`src/rtl/cycle_delta_pkg.sv`:
```
// rtl/cycle_delta_pkg.sv - register map, CTRL bit positions and FSM encoding for cycle_delta_capture
package cycle_delta_pkg;

  localparam logic [1:0] ADDR_CTRL   = 2'd0;
  localparam logic [1:0] ADDR_DATA   = 2'd1;
  localparam logic [1:0] ADDR_STATUS = 2'd2;

  localparam int CTRL_ARM    = 0;
  localparam int CTRL_CLEAR  = 1;
  localparam int CTRL_CONT   = 2;
  localparam int CTRL_ABORT  = 3;
  localparam int CTRL_IRQ_EN = 4;

  typedef enum logic [1:0] {
    ST_IDLE      = 2'd0,
    ST_ARMED     = 2'd1,
    ST_MEASURING = 2'd2
  } state_t;

endpackage

```
`src/rtl/delta_fifo.sv`:
```
// rtl/delta_fifo.sv - synchronous delta FIFO with push/pop/clear and sticky overflow
module delta_fifo #(
  parameter int DEPTH = 8,
  parameter int WIDTH = 32
) (
  input  logic                   clk,
  input  logic                   rst_n,
  input  logic                   clear,
  input  logic                   push,
  input  logic                   pop,
  input  logic [WIDTH-1:0]       wdata,
  output logic [WIDTH-1:0]       head,
  output logic                   full,
  output logic                   empty,
  output logic [$clog2(DEPTH):0] count,
  output logic                   overflow
);

  localparam int AW = $clog2(DEPTH);
  localparam int CW = AW + 1;

  logic [WIDTH-1:0] mem [DEPTH];
  logic [AW-1:0]    wr_ptr;
  logic [AW-1:0]    rd_ptr;
  logic             do_push;
  logic             do_pop;

  assign empty   = (count == '0);
  assign full    = (count == CW'(DEPTH));
  assign do_pop  = pop && !empty;
  // A pop in the same cycle frees the slot, so a push into a full FIFO still lands.
  assign do_push = push && (!full || do_pop);
  assign head    = empty ? '0 : mem[rd_ptr];

  always_ff @(posedge clk or negedge rst_n) begin
    if (!rst_n) begin
      wr_ptr   <= '0;
      rd_ptr   <= '0;
      count    <= '0;
      overflow <= 1'b0;
    end else if (clear) begin
      wr_ptr   <= '0;
      rd_ptr   <= '0;
      count    <= '0;
      overflow <= 1'b0;
    end else begin
      if (do_push) wr_ptr <= wr_ptr + AW'(1);
      if (do_pop)  rd_ptr <= rd_ptr + AW'(1);
      if (push && !do_push) overflow <= 1'b1;
      count <= count + CW'(do_push) - CW'(do_pop);
    end
  end

  always_ff @(posedge clk) begin
    if (do_push && !clear) mem[wr_ptr] <= wdata;
  end

endmodule

```
`src/rtl/cycle_delta_capture.sv`:
```
// rtl/cycle_delta_capture.sv - start/stop cycle delta capture with Avalon-MM registers (optional irq: CYCLE_DELTA_IRQ_EN)
module cycle_delta_capture
  import cycle_delta_pkg::*;
#(
  parameter int FIFO_DEPTH = 8
) (
  input  logic        clk,
  input  logic        reset_n,
  input  logic [1:0]  address,
  input  logic        write,
  input  logic [31:0] writedata,
  input  logic        read,
  output logic [31:0] readdata,
  input  logic [31:0] clk_count,
  input  logic        start_evt,
  input  logic        stop_evt,
  output logic        irq
);

  localparam int CW = $clog2(FIFO_DEPTH) + 1;

  state_t          state;
  state_t          state_nxt;
  logic            cont;
  logic [31:0]     start_q;
  logic            latch_start;
  logic            push;
  logic            ctrl_wr;
  logic            abort;
  logic            arm;
  logic            clear;
  logic            pop;
  logic [31:0]     head;
  logic            full;
  logic            empty;
  logic            overflow;
  logic [CW-1:0]   count;

  assign ctrl_wr = write && (address == ADDR_CTRL);
  assign abort   = ctrl_wr && writedata[CTRL_ABORT];
  assign arm     = ctrl_wr && writedata[CTRL_ARM];
  assign clear   = ctrl_wr && writedata[CTRL_CLEAR];
  assign pop     = read && (address == ADDR_DATA);

  always_comb begin
    state_nxt   = state;
    latch_start = 1'b0;
    push        = 1'b0;
    if (abort) begin
      state_nxt = ST_IDLE;
    end else begin
      case (state)
        ST_IDLE:  if (arm) state_nxt = ST_ARMED;
        ST_ARMED: if (start_evt) begin
          latch_start = 1'b1;
          state_nxt   = ST_MEASURING;
        end
        ST_MEASURING: if (stop_evt) begin
          push      = 1'b1;
          state_nxt = cont ? ST_ARMED : ST_IDLE;
        end
        default: state_nxt = ST_IDLE;
      endcase
    end
  end

  always_ff @(posedge clk or negedge reset_n) begin
    if (!reset_n) begin
      state   <= ST_IDLE;
      cont    <= 1'b0;
      start_q <= '0;
    end else begin
      state <= state_nxt;
      if (ctrl_wr)     cont    <= writedata[CTRL_CONT];
      if (latch_start) start_q <= clk_count;
    end
  end

  // Unsigned 32-bit subtraction gives the right delta across a counter wrap.
  delta_fifo #(.DEPTH(FIFO_DEPTH), .WIDTH(32)) u_fifo (
    .clk      (clk),
    .rst_n    (reset_n),
    .clear    (clear),
    .push     (push),
    .pop      (pop),
    .wdata    (clk_count - start_q),
    .head     (head),
    .full     (full),
    .empty    (empty),
    .count    (count),
    .overflow (overflow)
  );

`ifdef CYCLE_DELTA_IRQ_EN
  logic irq_en;
  logic irq_q;
  logic unused_wdata;
  assign unused_wdata = ^writedata[31:5];

  always_ff @(posedge clk or negedge reset_n) begin
    if (!reset_n) begin
      irq_en <= 1'b0;
      irq_q  <= 1'b0;
    end else begin
      if (ctrl_wr) irq_en <= writedata[CTRL_IRQ_EN];
      irq_q <= irq_en & (!empty | overflow);
    end
  end
  assign irq = irq_q;
`else
  logic unused_wdata;
  assign unused_wdata = ^writedata[31:4];
  assign irq = 1'b0;
`endif

  always_comb begin
    readdata = '0;
    case (address)
      ADDR_CTRL: begin
        readdata[CTRL_CONT] = cont;
`ifdef CYCLE_DELTA_IRQ_EN
        readdata[CTRL_IRQ_EN] = irq_en;
`endif
      end
      ADDR_DATA:   readdata = head;
      ADDR_STATUS: readdata = {16'b0, 8'(count), 3'b0, overflow, full, empty, state};
      default:     readdata = '0;
    endcase
  end

endmodule

```
`config.mk`:
```
export PLATFORM = sky130hd
export DESIGN_NAME = cycle_delta_capture
export DESIGN_NICKNAME = d
export VERILOG_FILES = /design/src/rtl/cycle_delta_pkg.sv /design/src/rtl/delta_fifo.sv /design/src/rtl/cycle_delta_capture.sv
export SDC_FILE = /design/constraint.sdc
export NUM_CORES = 1
export LEC_CHECK = 0
export CAP_MARGIN = 40
export CORE_UTILIZATION = 37
export CTS_CLUSTER_DIAMETER = 30
export DETAILED_ROUTE_END_ITERATION = 6
export PLACE_DENSITY = 0.52
export SLEW_MARGIN = 30
export SYNTH_ARGS = -nofsm -noshare
export SYNTH_HDL_FRONTEND = slang
export SYNTH_SLANG_ARGS = --single-unit
export TNS_END_PERCENT = 10
```
`constraint.sdc`:
```
create_clock -name clk -period 4.65 [get_ports clk]
set_clock_uncertainty 0.1 [all_clocks]
set_input_delay 1.395 -clock clk [delete_from_list [all_inputs] [get_ports clk]]
set_output_delay 1.395 -clock clk [all_outputs]
set_load 0.02 [all_outputs]
```
==> out/qor.csv <==
stage;metric;value;unit
outcome;outcome;complete, no violations;
placed_design;Cell Area, Placed;15600;um2
worst_setup_path;WP buf/inv;4;
clock_tree;CTS H-Tree Depth;3;
global_route;vias in the first global route;8762;
finish;fin area;18100;um2
synthesis;register area share after synthesis;64.6;%
sta;Final Cycle Share;97.8;%
placed_design;port buffer count;75;
global_route;met3 usage;3.86;%
hold_path;Hold Path Class;reg2reg;
global_route;initial antenna violation count;0;
worst_setup_path;Worst path depth;8;
worst_setup_path;CP startpoint;address[1];
synthesis;Syn Area/Cell;14.8;um2
sta;Final Hold Vio Count;0;
global_route;first-pass GRT wire length;49.2;mm
worst_setup_path;setup slack, reg-to-reg;1.37;ns
global_route;GRT Total Usage;17.2;%
global_route;largest net degree at the start of global routing;53;
synthesis;Post-synth top flop;edfxtp_1;
synthesis;Mapped Nets;1040;
synthesis;top cell type's share of synthesized area;56.2;%
worst_setup_path;Critical Path AT;3.05;ns
floorplanning;Die Y;194;um
clock_tree;clock latency on the worst-skew pair;0.57;ns
floorplanning;I/O pin total;105;
floorplanning;width of the die;194;um
sta;Final WS setup;0.101;ns
placed_design;DP Cell Count;1495;
floorplanning;std cell rows;70;
clock_tree;CTS Sinks;302;
synthesis;top post-synthesis cells by area;edfxtp_1 56%, mux4_2 11%, dfrtp_1 8.4%;
routing;DRC Markers;0;
sta;Rel. slew slack;50.9;%
worst_setup_path;crit-path max FO;21;
routing;WL final;31.0;mm
sta;maximum clock rate;220;MHz
sta;RSZ-0062 raised after global routing;false;
synthesis;Unique masters post-synth;55;
power;Leak;0.00661;uW
worst_setup_path;Critical Path Sink Type;output port;
global_route;GRT Residual Overflow;0;
hold_path;hold path cells;2;
synthesis;EDFF count, synth;256;
placed_design;routability-driven placement congestion ratio;0.849;
finish;Layout area overhead;32.1;%
power;Tot Pwr;13600;uW
synthesis;Seq cells post-synth;302;
clock_tree;Clock Root Buffer;clkbuf_16;
worst_setup_path;biggest cell delay along the critical path;0.45;ns
worst_setup_path;reg2reg end;u_fifo.mem[3][22]$_DFFE_PP_;
synthesis;most frequent cell after synthesis;edfxtp_1;
run;max cap viols;0;
sta;Setup violations, final;0;
floorplanning;Initial Util;37.5;%
sta;Worst-Margin Slew;0.731;ns
routing;DR iter-0 viols;416;
floorplanning;core footprint;36500;um2
synthesis;commonest cells in the netlist;256 x edfxtp_1, 79 x nand2_1, 70 x nor2_1;
worst_setup_path;crit-path cells;clkdlybuf4s50_1 -> inv_1 -> ha_1 -> o21a_1 -> nand2_1 -> buf_12 -> nor2_1 -> dlygate4sd2_1;
routing;post-DR wirelength/cell;19.0;um
worst_setup_path;Critical R2R Launch;start_q[0]$_DFFE_PN0P_;
sta;minimum clock period;4.55;ns
placed_design;Final HPWL DP;19.9;mm
worst_setup_path;family with the most delay on the worst path;buffers and inverters;
finish;n_diodes;0;
clock_tree;Worst-path clk slew;0.04;ns
power;worst vdd ir;0.000388;V
power;Pwr Density;754;nW/um2
floorplanning;die area;37700;um2
clock_tree;CTS tree;done;
clock_tree;Hold Buf Count CTS;0;
global_route;met2 Usage GRT;27.4;%
synthesis;cells after synthesis;923;
worst_setup_path;Slowest cell on crit path;clkdlybuf4s50_1;
routing;DR vias;8090;
finish;Layout Nets;1219;
clock_tree;CTS Buffer Depth;3;
routing;antenna viol nets, final;0;
worst_setup_path;Req. time, crit path;3.15;ns
sta;final hold slack;0.403;ns
global_route;GRT met1 Usage;22.9;%
global_route;busiest grt layer;met2;
synthesis;mapped cell area;13700;um2
worst_setup_path;CP startpoint kind;primary input;
finish;Reg area;8840;um2
finish;footprint of the multi-input gates;4540;um2
placed_design;worst slack, placed;-0.276;ns
worst_setup_path;R2R depth;11;
worst_setup_path;Critical Path End;readdata[28];
synthesis;Async SR Flop Fraction;15.2;%
sta;final slew viol count;0;
routing;Vias/cell;4.97;
clock_tree;Post CTS Setup Buffer Count;0;
finish;fraction of layout cells with a size suffix above 1;24.8;%
worst_setup_path;worst setup path class;in2out;
clock_tree;CTS Buf Count;72;
finish;Non-Filler Instances;1629;
finish;filler instances;3118;
synthesis;Yosys warnings;0;
routing;number of iterations in the first detailed-routing pass;4;
synthesis;area leader, netlist;edfxtp_1;
==> routing by layer <==
layer	up-vias	share of wire, %
met5	-	0
met2	180	47
li1	3866	-
met1	3984	46
met3	60	4.3
met4	0	2.3
==> worst register-to-register path: stages, from the launching register on <==
cell      delay (ns)
dfrtp_1         0.37
ha_1            0.22
fa_1            0.41
nor2b_1         0.18
nor2_1          0.09
o221ai_1        0.20
buf_4           0.16
o211ai_1        0.17
o21a_1          0.24
o21ai_0         0.16
a21oi_1         0.11
xnor2_1         0.59
==> cells in the final DEF, fill, tap and decap left out, types with 6 or more instances in the layout <==
| master | instances |
|---|---|
| clkinv_1 | 7 |
| nor2_4 | 7 |
| xor2_1 | 11 |
| ha_1 | 43 |
| nor2b_1 | 7 |
| nor2_1 | 63 |
| dfrtp_1 | 43 |
| edfxtp_1 | 256 |
| clkinvlp_4 | 8 |
| xnor2_1 | 23 |
| inv_1 | 52 |
| mux4_2 | 64 |
| buf_4 | 52 |
| a21o_1 | 10 |
| clkdlybuf4s15_1 | 11 |
| nand2b_1 | 6 |
| clkinv_2 | 13 |
| buf_12 | 16 |
| clkbuf_16 | 73 |
| clkbuf_2 | 10 |
| clkbuf_1 | 9 |
| nand3_1 | 11 |
| a21oi_1 | 38 |
| and2_1 | 10 |
| nand2_1 | 79 |
| o21a_1 | 6 |
| mux2i_1 | 31 |
| dlygate4sd2_1 | 10 |
| clkdlybuf4s50_1 | 42 |
| o21ai_0 | 53 |
| nor3_1 | 9 |
| bufinv_16 | 12 |
==> metrics by stage <==
step / setup TNS [ns] / utilization (%)
after floorplan: -22.89 / -
after global placement: -6.96 / 42.7
after detailed placement: -8.12 / 42.7
after global routing: 0 / 49.5
final: 0 / 49.5
after CTS: 0 / 49.5
==> registers in the layout (all words and copies together), names as in the netlist <==
| signal | flops |
|---|---|
| cont | 1 |
| start_q | 32 |
| state | 2 |
| u_fifo.count | 4 |
| u_fifo.mem | 256 |
| u_fifo.overflow | 1 |
| u_fifo.rd_ptr | 3 |
| u_fifo.wr_ptr | 3 |
==> power by group <==
| part | leakage [uW] | switching, uW | internal (uW) |
|---|---|---|---|
| logic | 0.00253 | 2440 | 1800 |
| registers | 0.00287 | 246 | 4010 |
| clock network | 0.00121 | 1570 | 3560 |
| total | 0.00661 | 4260 | 9370 |
==> cells by family (layout without fill, tap and decap cells) <==
logic type / Yosys count / after routing / synth area share, %
xor gates and xnor gates: 34 / 34 / 2.18
adders and majority gates: 45 / 45 / 4.23
DFF: 302 / 302 / 64.6
muxes: 101 / 101 / 13.3
buffers and inverters: 90 / 328 / 2.78
and+or+nand+nor: 213 / 213 / 6.98
other: 1 / 1 / 0.0274
AOI/OAI and AO/OA: 137 / 137 / 5.92
==> worst min-delay path by stage <==
stage,to,start,slack [ns]
after floorplan,u_fifo.overflow$_DFFE_PN0P_,u_fifo.overflow$_DFFE_PN0P_,0.36
after global placement,u_fifo.overflow$_DFFE_PN0P_,u_fifo.overflow$_DFFE_PN0P_,0.39
after detailed placement,u_fifo.overflow$_DFFE_PN0P_,u_fifo.overflow$_DFFE_PN0P_,0.40
after CTS,u_fifo.overflow$_DFFE_PN0P_,u_fifo.overflow$_DFFE_PN0P_,0.41
after global routing,start_q[0]$_DFFE_PN0P_,start_q[0]$_DFFE_PN0P_,0.43
final,u_fifo.overflow$_DFFE_PN0P_,u_fifo.overflow$_DFFE_PN0P_,0.40
==> final cells by class <==
type / instances / share of cell area (%)
clock buffer: 83 / 10.4
sequential: 302 / 48.9
multi-input combinational: 531 / 25.1
timing repair buffer: 143 / 7.74
clock inverter: 50 / 3.52
tap: 468 / 3.24
inverter: 52 / 1.08
==> timing repair <==
action,CTS,global route
gates resized for setup,34,33
endpoints found under the setup margin,32,23
hold endpoints to repair,0,0
No activity file was read; power rests on OpenSTA's default activity.
